$ cat config.mk
export PLATFORM = sky130hd
export DESIGN_NAME = dmem_sram_bridge
export DESIGN_NICKNAME = d
export VERILOG_FILES = /design/src/rtl/dmem_bridge_pkg.sv /design/src/rtl/dmem_strobe_decode.sv /design/src/rtl/dmem_sram_bridge.sv
export SDC_FILE = /design/constraint.sdc
export NUM_CORES = 1
export LEC_CHECK = 0
export CORE_ASPECT_RATIO = 1.4
export CORE_MARGIN = 2
export CORE_UTILIZATION = 41
export CTS_CLUSTER_SIZE = 24
export DETAILED_ROUTE_END_ITERATION = 8
export PLACE_DENSITY = 0.8
export SYNTH_ARGS = -nofsm -noshare
export SYNTH_HDL_FRONTEND = slang
export SYNTH_HIERARCHICAL = 1
export SYNTH_SLANG_ARGS = --single-unit
$ cat constraint.sdc
create_clock -name clk -period 2.7 [get_ports clk]
set_clock_uncertainty 0.2 [all_clocks]
set_input_delay 0.405 -clock clk [delete_from_list [all_inputs] [get_ports clk]]
set_output_delay 0.405 -clock clk [all_outputs]
set_load 0.02 [all_outputs]
$ cat src/rtl/dmem_bridge_pkg.sv
// Shared types and constants for the data-memory SRAM bridge: FSM states,
// bus transfer sizes and the kseg0/kseg1 window used by the optional address map.
package dmem_bridge_pkg;

  typedef enum logic [1:0] {
    IDLE = 2'd0,
    REQ  = 2'd1,
    WAIT = 2'd2,
    DONE = 2'd3
  } dmem_state_e;

  localparam logic [1:0] SZ_BYTE = 2'd0;
  localparam logic [1:0] SZ_HALF = 2'd1;
  localparam logic [1:0] SZ_WORD = 2'd2;

  localparam logic [31:0] KSEG_LO   = 32'h8000_0000;
  localparam logic [31:0] KSEG_HI   = 32'hBFFF_FFFF;
  localparam logic [31:0] KSEG_MASK = 32'h1FFF_FFFF;

  // Unmapped kseg0/kseg1 segments alias the bottom 512 MiB of physical space.
  function automatic logic [31:0] kseg_map(input logic [31:0] vaddr);
    return (vaddr >= KSEG_LO && vaddr <= KSEG_HI) ? (vaddr & KSEG_MASK) : vaddr;
  endfunction

endpackage

$ cat src/rtl/dmem_strobe_decode.sv
// Turns the M-stage byte strobes into bus direction, transfer size and the
// byte offset placed in the low address bits. Purely combinational.
module dmem_strobe_decode
  import dmem_bridge_pkg::*;
(
  input  logic [3:0]  memwriteEN,
  input  logic [31:0] aluoutM,
  output logic        wr,
  output logic [1:0]  size,
  output logic [31:0] addr,
  output logic        legal
);

  logic [3:0] onehot_hit;
  logic [1:0] byte_lane;
  logic [1:0] lane;
  logic       unused_addr_lo;

  genvar gi;
  generate
    for (gi = 0; gi < 4; gi++) begin : g_onehot
      assign onehot_hit[gi] = (memwriteEN == (4'b0001 << gi));
    end
  endgenerate

  assign byte_lane = {onehot_hit[3] | onehot_hit[2], onehot_hit[3] | onehot_hit[1]};

  // The lane comes from the strobes; the core's low address bits are not trusted.
  assign unused_addr_lo = ^aluoutM[1:0];

  always_comb begin
    wr    = |memwriteEN;
    size  = SZ_WORD;
    lane  = 2'b00;
    legal = 1'b1;
    case (memwriteEN)
      4'b0000, 4'b1111: size = SZ_WORD;
      4'b0011:          size = SZ_HALF;
      4'b1100: begin
        size = SZ_HALF;
        lane = 2'b10;
      end
      default: begin
        if (|onehot_hit) begin
          size = SZ_BYTE;
          lane = byte_lane;
        end else begin
          legal = 1'b0;
        end
      end
    endcase
  end

  assign addr = {aluoutM[31:2], lane};

endmodule

$ cat src/rtl/dmem_sram_bridge.sv
// Data-side bridge from the M stage onto a req/addr_ok/data_ok SRAM-like bus.
// Define DMEM_ADDR_MAP_EN to fold kseg0/kseg1 onto physical addresses.
module dmem_sram_bridge
  import dmem_bridge_pkg::*;
#(
  parameter int                DATA_W    = 32,
  parameter logic [DATA_W-1:0] RDATA_RST = 32'h0000_0000
) (
  input  logic              clk,
  input  logic              rst,
  input  logic              data_sram_enM,
  input  logic [3:0]        memwriteEN,
  input  logic [31:0]       aluoutM,
  input  logic [DATA_W-1:0] writedataM,
  input  logic              longest_stall,
  output logic [DATA_W-1:0] readdataM,
  output logic              d_stall,
  output logic              data_req,
  output logic              data_wr,
  output logic [1:0]        data_size,
  output logic [31:0]       data_addr,
  output logic [DATA_W-1:0] data_wdata,
  input  logic              data_addr_ok,
  input  logic              data_data_ok,
  input  logic [DATA_W-1:0] data_rdata
);

  dmem_state_e       state_reg;
  logic              flush_reg;
  logic [DATA_W-1:0] rdata_reg;

  logic        dec_wr;
  logic [1:0]  dec_size;
  logic [31:0] dec_addr;
  logic        dec_legal;
  logic [31:0] paddr;
  logic        resp_done;
  logic        resp_keep;

  dmem_strobe_decode u_decode (
    .memwriteEN (memwriteEN),
    .aluoutM    (aluoutM),
    .wr         (dec_wr),
    .size       (dec_size),
    .addr       (dec_addr),
    .legal      (dec_legal)
  );

`ifdef DMEM_ADDR_MAP_EN
  assign paddr = kseg_map(dec_addr);
`else
  assign paddr = dec_addr;
`endif

  // A response finishes the access either straight from REQ or later from WAIT.
  assign resp_done = ((state_reg == REQ) && data_addr_ok && data_data_ok) ||
                     ((state_reg == WAIT) && data_data_ok);
  // The instruction must still be present and never have been flushed.
  assign resp_keep = data_sram_enM && !flush_reg;

  always_ff @(posedge clk or negedge rst) begin
    if (!rst) begin
      state_reg  <= IDLE;
      flush_reg  <= 1'b0;
      rdata_reg  <= RDATA_RST;
      data_req   <= 1'b0;
      data_wr    <= 1'b0;
      data_size  <= SZ_BYTE;
      data_addr  <= 32'h0000_0000;
      data_wdata <= '0;
    end else begin
      case (state_reg)
        IDLE: begin
          if (data_sram_enM) begin
            state_reg  <= REQ;
            flush_reg  <= 1'b0;
            data_req   <= 1'b1;
            data_wr    <= dec_wr;
            data_size  <= dec_size;
            data_addr  <= paddr;
            data_wdata <= writedataM;
          end
        end
        REQ: begin
          if (!data_sram_enM) flush_reg <= 1'b1;
          if (data_addr_ok) begin
            data_req  <= 1'b0;
            state_reg <= WAIT;
          end
        end
        WAIT: begin
          if (!data_sram_enM) flush_reg <= 1'b1;
        end
        DONE: begin
          if (!longest_stall) state_reg <= IDLE;
        end
        default: state_reg <= IDLE;
      endcase

      // Completion overrides the per-state next state chosen above.
      if (resp_done) begin
        state_reg <= resp_keep ? DONE : IDLE;
        if (resp_keep && !data_wr) rdata_reg <= data_rdata;
      end
    end
  end

  assign readdataM = rdata_reg;
  assign d_stall   = ((state_reg == IDLE) && data_sram_enM) ||
                     (state_reg == REQ) || (state_reg == WAIT);

  a_legal_strobe : assert property (@(posedge clk) disable iff (!rst)
    ((state_reg == IDLE) && data_sram_enM) |-> dec_legal);

endmodule

==> qor.yml, run 1 <==
grt:
  antenna_found_initial: 0
  grt_first_pass_wirelength_mm: 15.8
  grt_start_max_net_pins: 68
  grt_overflow: 0
  grt_pass1_vias: 3110
  grt.total_usage_pct: 17.1
clocking:
  clock_path_buffers: 2
  ctsHtreeMaxLevel: 3
  cts_tree: "yes"
  post_cts_buffers: 0
  cts_root_buf: "clkbuf_16"
  cts.sinks: 103
  clk_latency_ns: 0.33
  cts_made_buffers: 9
  cts.clk_slew.worst_paths_ns: 0.06
synthesis:
  netlist_area_um2: 4430
  yosys_warnings: 6
  synth_nets: 393
  synth.avg_cell_area_um2: 15.6
  synth_cells: 283
cells_and_area:
  most-common-layout-cells: "clkdlybuf4s50_1, dfrtp_1, mux2_2"
  drive_gt1_share_pct: 26.1
  num-fill-cells: 786
  diodes: 0
  mostFrequentLayoutCell: "clkdlybuf4s50_1"
  multi_input_area_um2: 1500
  fin_nets: 572
  final_util_pct: 63.6
  synthToLayoutAreaGrowth_pct: 50.4
  seqCellArea_um2: 2580
drt:
  drtIter0Drc: 64
  vias_per_cell: 4.70
  drt_pass1_iterations: 4
  wl_per_cell_um: 16.1
  drc_errors: 0
  via_count: 2846
  drt_wl_total_mm: 9.77
  drtAntennaViolNets: 0
power_and_ir_drop:
  p_per_area_nw_per_um2: 1110
  total_power_mw: 7.39
  ir_drop_mv: 0.778
  power_leakage_nw: 2.85
timing:
  max_freq_mhz: 402
  rsz0062_at_grt: "no"
  post-route-period-util_pct: 92.1
  hold_viol: 0
  setup_viol: 0
  worstMarginPinSlew_ns: 0.692
  timing.slew.headroom_pct: 53.9
  final.setup.tns_ns: 0
  drv_slew: 0
  period_needed_ns: 2.49
place:
  gp_congestion: 0.723
  hpwl_mm: 7.36
  io_buffers: 204
critical_path:
  slowest_stage: "clkdlybuf4s50_1"
  worstPathArrival_ns: 1.88
  crit_path_max_incr_delay_ns: 0.61
  crit_type: "reg -> out"
  start_kind: "register"
  critical_path.max_fanout: 4
  crit_required_ns: 2.10
  end_kind: "output pin"
  worst_path_dominant_cell_family: "buffers and inverters"
  cp.depth: 5
  reg2regPathDepth: 7
  crit_path_cell_trace: "inv_1 -> ha_1 -> nand2_2 -> nand2_1 -> clkdlybuf4s50_1"
  cp.buffers_inverters: 2
floorplan:
  io_pins: 207
  die_w_um: 91.8
  coreArea_um2: 10500
  fp-row-count: 44
  die_y_um: 127
  start_util_pct: 42.3
  design.die.area_um2: 11700
run:
  max-cap-violations: 0
run_status:
  outcome: "finished, final reports clean"
min_path:
  hp-class: "reg -> reg"
  min_path_cells: 1
worst reg2reg max path, cell delays in order (launching register included):
cell and delay [ns]:
dfrtp_1 0.40, inv_1 0.11, ha_1 0.25, and2_4 0.21, o2111ai_4 0.17, nor2_8 0.13
buf_12 0.25, mux2_2 0.39
cell type report:
class / instances / share of cell area, %
clock buffers: 14 / 3.97
multi-input cells: 136 / 22.6
repair buffers: 208 / 31.7
flip-flops and latches: 103 / 38.7
inverters: 4 / 0.226
well taps: 138 / 2.59
clock inverters: 2 / 0.226
worst paths after layout:
kind                                  to  slack [ns]    startpoint
setup / recovery                 d_stall        0.21  state_reg[1]
hold / removal              data_addr[6]        0.30  data_addr[6]
setup reg to reg            readdataM[0]        0.48  state_reg[1]
hold reg to reg             data_addr[6]        0.30  data_addr[6]
max in group asynchronous  data_addr[19]        1.11           rst
min in group asynchronous  readdataM[20]        0.45           rst
per-stage QoR:
step | setup WS, ns | instance area (um2) | cells | hold WS [ns]
after CTS | 0.199 | 6660 | 605 | 0.307
after detailed placement | 0.274 | 6370 | 588 | 0.291
after global placement | 0.292 | 6370 | 588 | 0.286
final | 0.212 | 6660 | 605 | 0.303
after floorplan | 0.746 | 4430 | 283 | -0.0906
after global routing | 0.107 | 6660 | 605 | 0.317
where the power goes:
part | switching (mW) | total (mW) | internal (mW)
Sequential | 0.340 | 2.55 | 2.21
Combinational | 1.64 | 3.63 | 1.99
Clock | 0.535 | 1.21 | 0.677
timing repair:
item / CTS / global route
setup endpoints to repair: 0 / 0
hold buffers: 1 / 0
resized for setup: 0 / 0
endpoints found under the hold margin: 53 / 0
metal layers:
layer	share of wire [%]	track usage [%]	vias to the layer above
li1	-	-	1305
met1	37	19.6	1398
met2	53	29.8	128
met3	7.6	5.64	15
met4	2.3	6.15	0
met5	0	0	-
Note: power is estimated with default switching activity, not from simulation.
==> run 2: changes to the inputs <==
- HOLD_SLACK_MARGIN: not set -> 0.03
==> results of run 2 <==
Same layout as run 1: the final DEF is identical, and so are final timing and power.
==> run 3: changes to the inputs <==
- RECOVER_POWER: not set -> 50
==> run 3 against run 2 <==
  * Clock power barely moved
  * Combinational power fell by 3%
  * Final cell count did not move
  * Power fell by 1.7%
  * Critical path depth did not move
  * Via count rose by 0.25%
  * Sequential share of layout area rose by 0.080 points
  * Clock-buffer cell count did not move
  * Highest routed layer unchanged
  * Sequential power barely moved
==> qor.yml, run 3 (synthesis results as in run 1) <==
drt:
  vias_per_cell: 4.72  # +0.25%
  top_layer_used: "met4"
  drc_errors: 0  # unchanged
  wl_met1_mm: 3.68  # +0.68%
  drtIter0Drc: 63  # -1.6%
  drt_wl_total_mm: 9.77  # about the same
  drt_pass1_iterations: 4  # unchanged
  wl_per_cell_um: 16.1  # about the same
  wl_met2_mm: 5.12  # -0.45%
  drtAntennaViolNets: 0  # unchanged
  wl_met3_um: 745  # unchanged
  via_count: 2853  # +0.25%
floorplan:
  design.die.area_um2: 11700  # unchanged
  start_util_pct: 42.3  # unchanged
  die_y_um: 127  # unchanged
  die_w_um: 91.8  # unchanged
  fp-row-count: 44  # unchanged
  coreArea_um2: 10500  # unchanged
  io_pins: 207  # unchanged
timing:
  drv_slew: 0  # unchanged
  holdWs_ns: 0.298  # -0.00523 ns
  timing.slew.headroom_pct: 10.6  # -43 points
  worstMarginPinSlew_ns: 1.34  # +0.650 ns
  fin_ws_ns: 0.214  # +0.00187 ns
  max_freq_mhz: 402  # about the same
  post-route-period-util_pct: 92.1  # about the same
  hold_viol: 0  # unchanged
  period_needed_ns: 2.49  # -0.00187 ns
  final.setup.tns_ns: 0  # unchanged
  rsz0062_at_grt: "no"
  setup_viol: 0  # unchanged
critical_path:
  start_kind: "register"
  reg2regPathDepth: 7  # unchanged
  crit_path_cell_trace: "inv_1 -> ha_1 -> nand2_2 -> nand2_1 -> clkdlybuf4s50_1"
  r2r-end: "readdataM[0]"
  worst_path_dominant_cell_family: "buffers and inverters"
  r2r-start: "state_reg[1]"
  cp.depth: 5  # unchanged
  crit_path_max_incr_delay_ns: 0.61  # about the same
  crit_type: "reg -> out"
  crit_required_ns: 2.10  # about the same
  slowest_stage: "clkdlybuf4s50_1"
  endpoint: "d_stall"
  critical_path.max_fanout: 4  # unchanged
  worstPathArrival_ns: 1.88  # about the same
  r2r_slack_ns: 0.33  # -0.15 ns
  cp-startpoint: "state_reg[1]"
  end_kind: "output pin"
  cp.buffers_inverters: 2  # unchanged
run:
  max-cap-violations: 0  # unchanged
clocking:
  cts_repair_resize_count: 0  # unchanged
  cts_tree: "yes"
  ctsHtreeMaxLevel: 3  # unchanged
  cts_made_buffers: 9  # unchanged
  cts.clk_slew.worst_paths_ns: 0.06  # about the same
  post_cts_buffers: 0  # unchanged
  cts_root_buf: "clkbuf_16"
  clock_path_buffers: 2  # unchanged
  clk_latency_ns: 0.33  # about the same
  cts.sinks: 103  # unchanged
  holdBufCountCts: 1  # unchanged
grt:
  grt.total_usage_pct: 17.1  # unchanged
  grt_pass1_vias: 3110  # unchanged
  grt_first_pass_wirelength_mm: 15.8  # unchanged
  antenna_found_initial: 0  # unchanged
  grt_start_max_net_pins: 68  # unchanged
  grt_overflow: 0  # unchanged
power_and_ir_drop:
  total_power_mw: 7.26  # -1.7%
  ir_drop_mv: 0.779  # about the same
  p_per_area_nw_per_um2: 1090  # -1.5%
  power_leakage_nw: 2.90  # +2.0%
run_status:
  outcome: "finished, final reports clean"
place:
  gp_congestion: 0.723  # unchanged
  hpwl_mm: 7.36  # unchanged
  place_ws_ns: 0.274  # unchanged
  io_buffers: 204  # unchanged
  dpl_cell_area_um2: 6370  # unchanged
  placed_cells: 588  # unchanged
cells_and_area:
  synthToLayoutAreaGrowth_pct: 50.1
  most-common-layout-cells: "clkdlybuf4s50_1, dfrtp_1, mux2_2"
  fin_nets: 572  # unchanged
  diodes: 0  # unchanged
  fin_area_um2: 6640  # -0.21%
  drive_gt1_share_pct: 25.9  # -0.21 points
  final_util_pct: 63.5  # -0.13 points
  mostFrequentLayoutCell: "clkdlybuf4s50_1"
  fin_cells: 605  # unchanged
min_path:
  worstHoldStart: "data_addr[6]"
  hp-class: "reg -> reg"
==> run 3: changes by cell type in the layout (fill, tap and decap cells not counted), sizes merged <==
cell | previous run | this run
buf | 4 | 3
clkbuf | 14 | 15
dlygate4sd3 | 1 | 47
clkdlybuf4s50 | 203 | 157
==> run 3: layer usage <==
layer,track usage (%),vias to the layer above
li1,-,1309
met1,19.6,1401
met2,29.8,128
met3,5.64,15
met4,6.15,0
met5,0,-
==> run 3: final cells by class <==
| cell class | instances | area, um2 |
|---|---|---|
| Fill cell | 789 | 3820 |
| Sequential cell | 103 | 2580 |
| Timing Repair Buffer | 208 | 2100 |
| Multi-Input combinational cell | 136 | 1500 |
| Clock buffer | 14 | 264 |
| Tap cell | 138 | 173 |
| Clock inverter | 2 | 15.0 |
| Inverter | 4 | 15.0 |
==> run 3: how the worst min path moves through the flow <==
stage / slack (ns) / cells past startpoint / endpoint
CTS: 0.31 / 1 / data_addr[6]
floorplan: -0.09 / 0 / data_addr[0]
global route: 0.31 / 1 / data_wdata[13]
finish: 0.30 / 1 / data_addr[6]
global placement: 0.29 / 1 / readdataM[12]
detailed placement: 0.29 / 1 / data_addr[6]
==> run 3: worst register-to-register path, delay by kind of cell (launching register included) <==
kind	cells	cell delay, ns
AOI/OAI and AO/OA	1	0.20
adders and majority gates	1	0.24
muxes	1	0.39
buffers and inverters	2	0.36
DFF	1	0.40
and+or+nand+nor	2	0.45
==> run 3: report_power, final <==
group / switching, mW / internal (mW)
clock network: 0.536 / 0.677
logic: 1.64 / 1.87
registers: 0.327 / 2.21
==> RTL change, RTL diff (flow settings as in run 3) <==
Set the parameter `DATA_W` to 24 (it was 32).
--- a/src/rtl/dmem_sram_bridge.sv
+++ b/src/rtl/dmem_sram_bridge.sv
@@ -3,7 +3,7 @@
 module dmem_sram_bridge
   import dmem_bridge_pkg::*;
 #(
-  parameter int                DATA_W    = 32,
+  parameter int                DATA_W    = 24,
   parameter logic [DATA_W-1:0] RDATA_RST = 32'h0000_0000
 ) (
   input  logic              clk,
Ports: changed (resized data_rdata, data_wdata, readdataM and writedataM); port bits go from 207 to 175. The function was not compared with the original's and may differ.
==> RTL change against run 3 <==
Register-to-register slack better by 0.04 ns; area after synthesis is 15% lower; routed wire length is 19% lower; sequential cell count is 16 lower; die area is 14% lower; final area is 15% lower; total power is 13% lower; sequential power is 15% lower; via count is 15% lower; non-clock buffer count is 31 lower; combinational power is 14% lower; critical endpoint unchanged; setup slack better by 0.014 ns; utilization is 0.24 points lower.
==> RTL change: results (changes against run 3) <==
net count reported at finish 493 (was 572); share of cells above drive strength 1 26.7% (was 25.9%); post-DR wirelength/cell 15.4 um (was 16.1 um); detailed router's first-iteration violation count 42 (was 63); via count of the first global-routing pass 2633 (was 3110); half-perimeter wire length of the detailed placement result 5870 um (was 7360 um); leakage power of the design 2.50 nW (was 2.90 nW); pre-CTS setup slack 0.299 ns (was 0.274 ns); number of cells in the finished layout apart from fillers 511 (was 605); areal power density over the cells 1110 nW/um^2 (was 1090 nW/um^2); internal power consumption 4.16 mW (was 4.76 mW); share of power burned in registers 34.2% (was 34.9%); per-cell via count in the routed design 4.76 (was 4.72); Post-Route M1 WL 3110 um (was 3680 um); run status finished, final reports clean (unchanged); Final Hold Slack 0.297 ns (was 0.298 ns); measured slew at the worst slew-check pin 1.17 ns (was 1.34 ns); antenna diode instance count 0 (unchanged); global-route met3 utilization 5.68% (was 5.64%); worst-case vdd ir drop 0.589 mV (was 0.779 mV); setup slack of the worst register-to-register path 0.37 ns (was 0.33 ns); GR Util met1 20.3% (was 19.6%); maximum number of pins on one net before global-route repair 60 (was 68); syn_nets 343 (was 393); first-pass GRT wire length 13000 um (was 15800 um); total routing resource utilization after global routing 16.5% (was 17.1%); cell count after synthesis 249 (was 283); highest clock frequency the design can meet 405 MHz (was 402 MHz); clock transition time at the flip-flop clock pins of the worst setup and hold paths 0.06 ns (about the same); met2 routed wirelength 3970 um (was 5120 um); met2 usage in global routing 26.9% (was 29.8%); Final GP Congestion 0.803 (was 0.723); count of buffers inserted at the top-level ports 172 (was 204)
RTL change: area by class of cell:
type                       count  area [sq um]
inverter                       4          15.0
fill                         675          3300
timing repair buffer         177          1790
multi-input combinational    120          1280
clock inverter                 4          20.0
clock buffer                  12           256
tap                          107           134
sequential                    87          2180
RTL change: final timing paths:
path	startpoint	to
worst max-delay path	state_reg[0]$_DFFE_PN0P_	d_stall
worst min-delay path	data_size[0]$_DFFE_PN0P_	data_size[0]$_DFFE_PN0P_
worst max register to register	state_reg[1]$_DFFE_PN0P_	readdataM[13]$_DFFE_PN0P_
worst min register to register	data_size[0]$_DFFE_PN0P_	data_size[0]$_DFFE_PN0P_
max in group asynchronous	rst	readdataM[9]$_DFFE_PN0P_
min in group asynchronous	rst	readdataM[6]$_DFFE_PN0P_
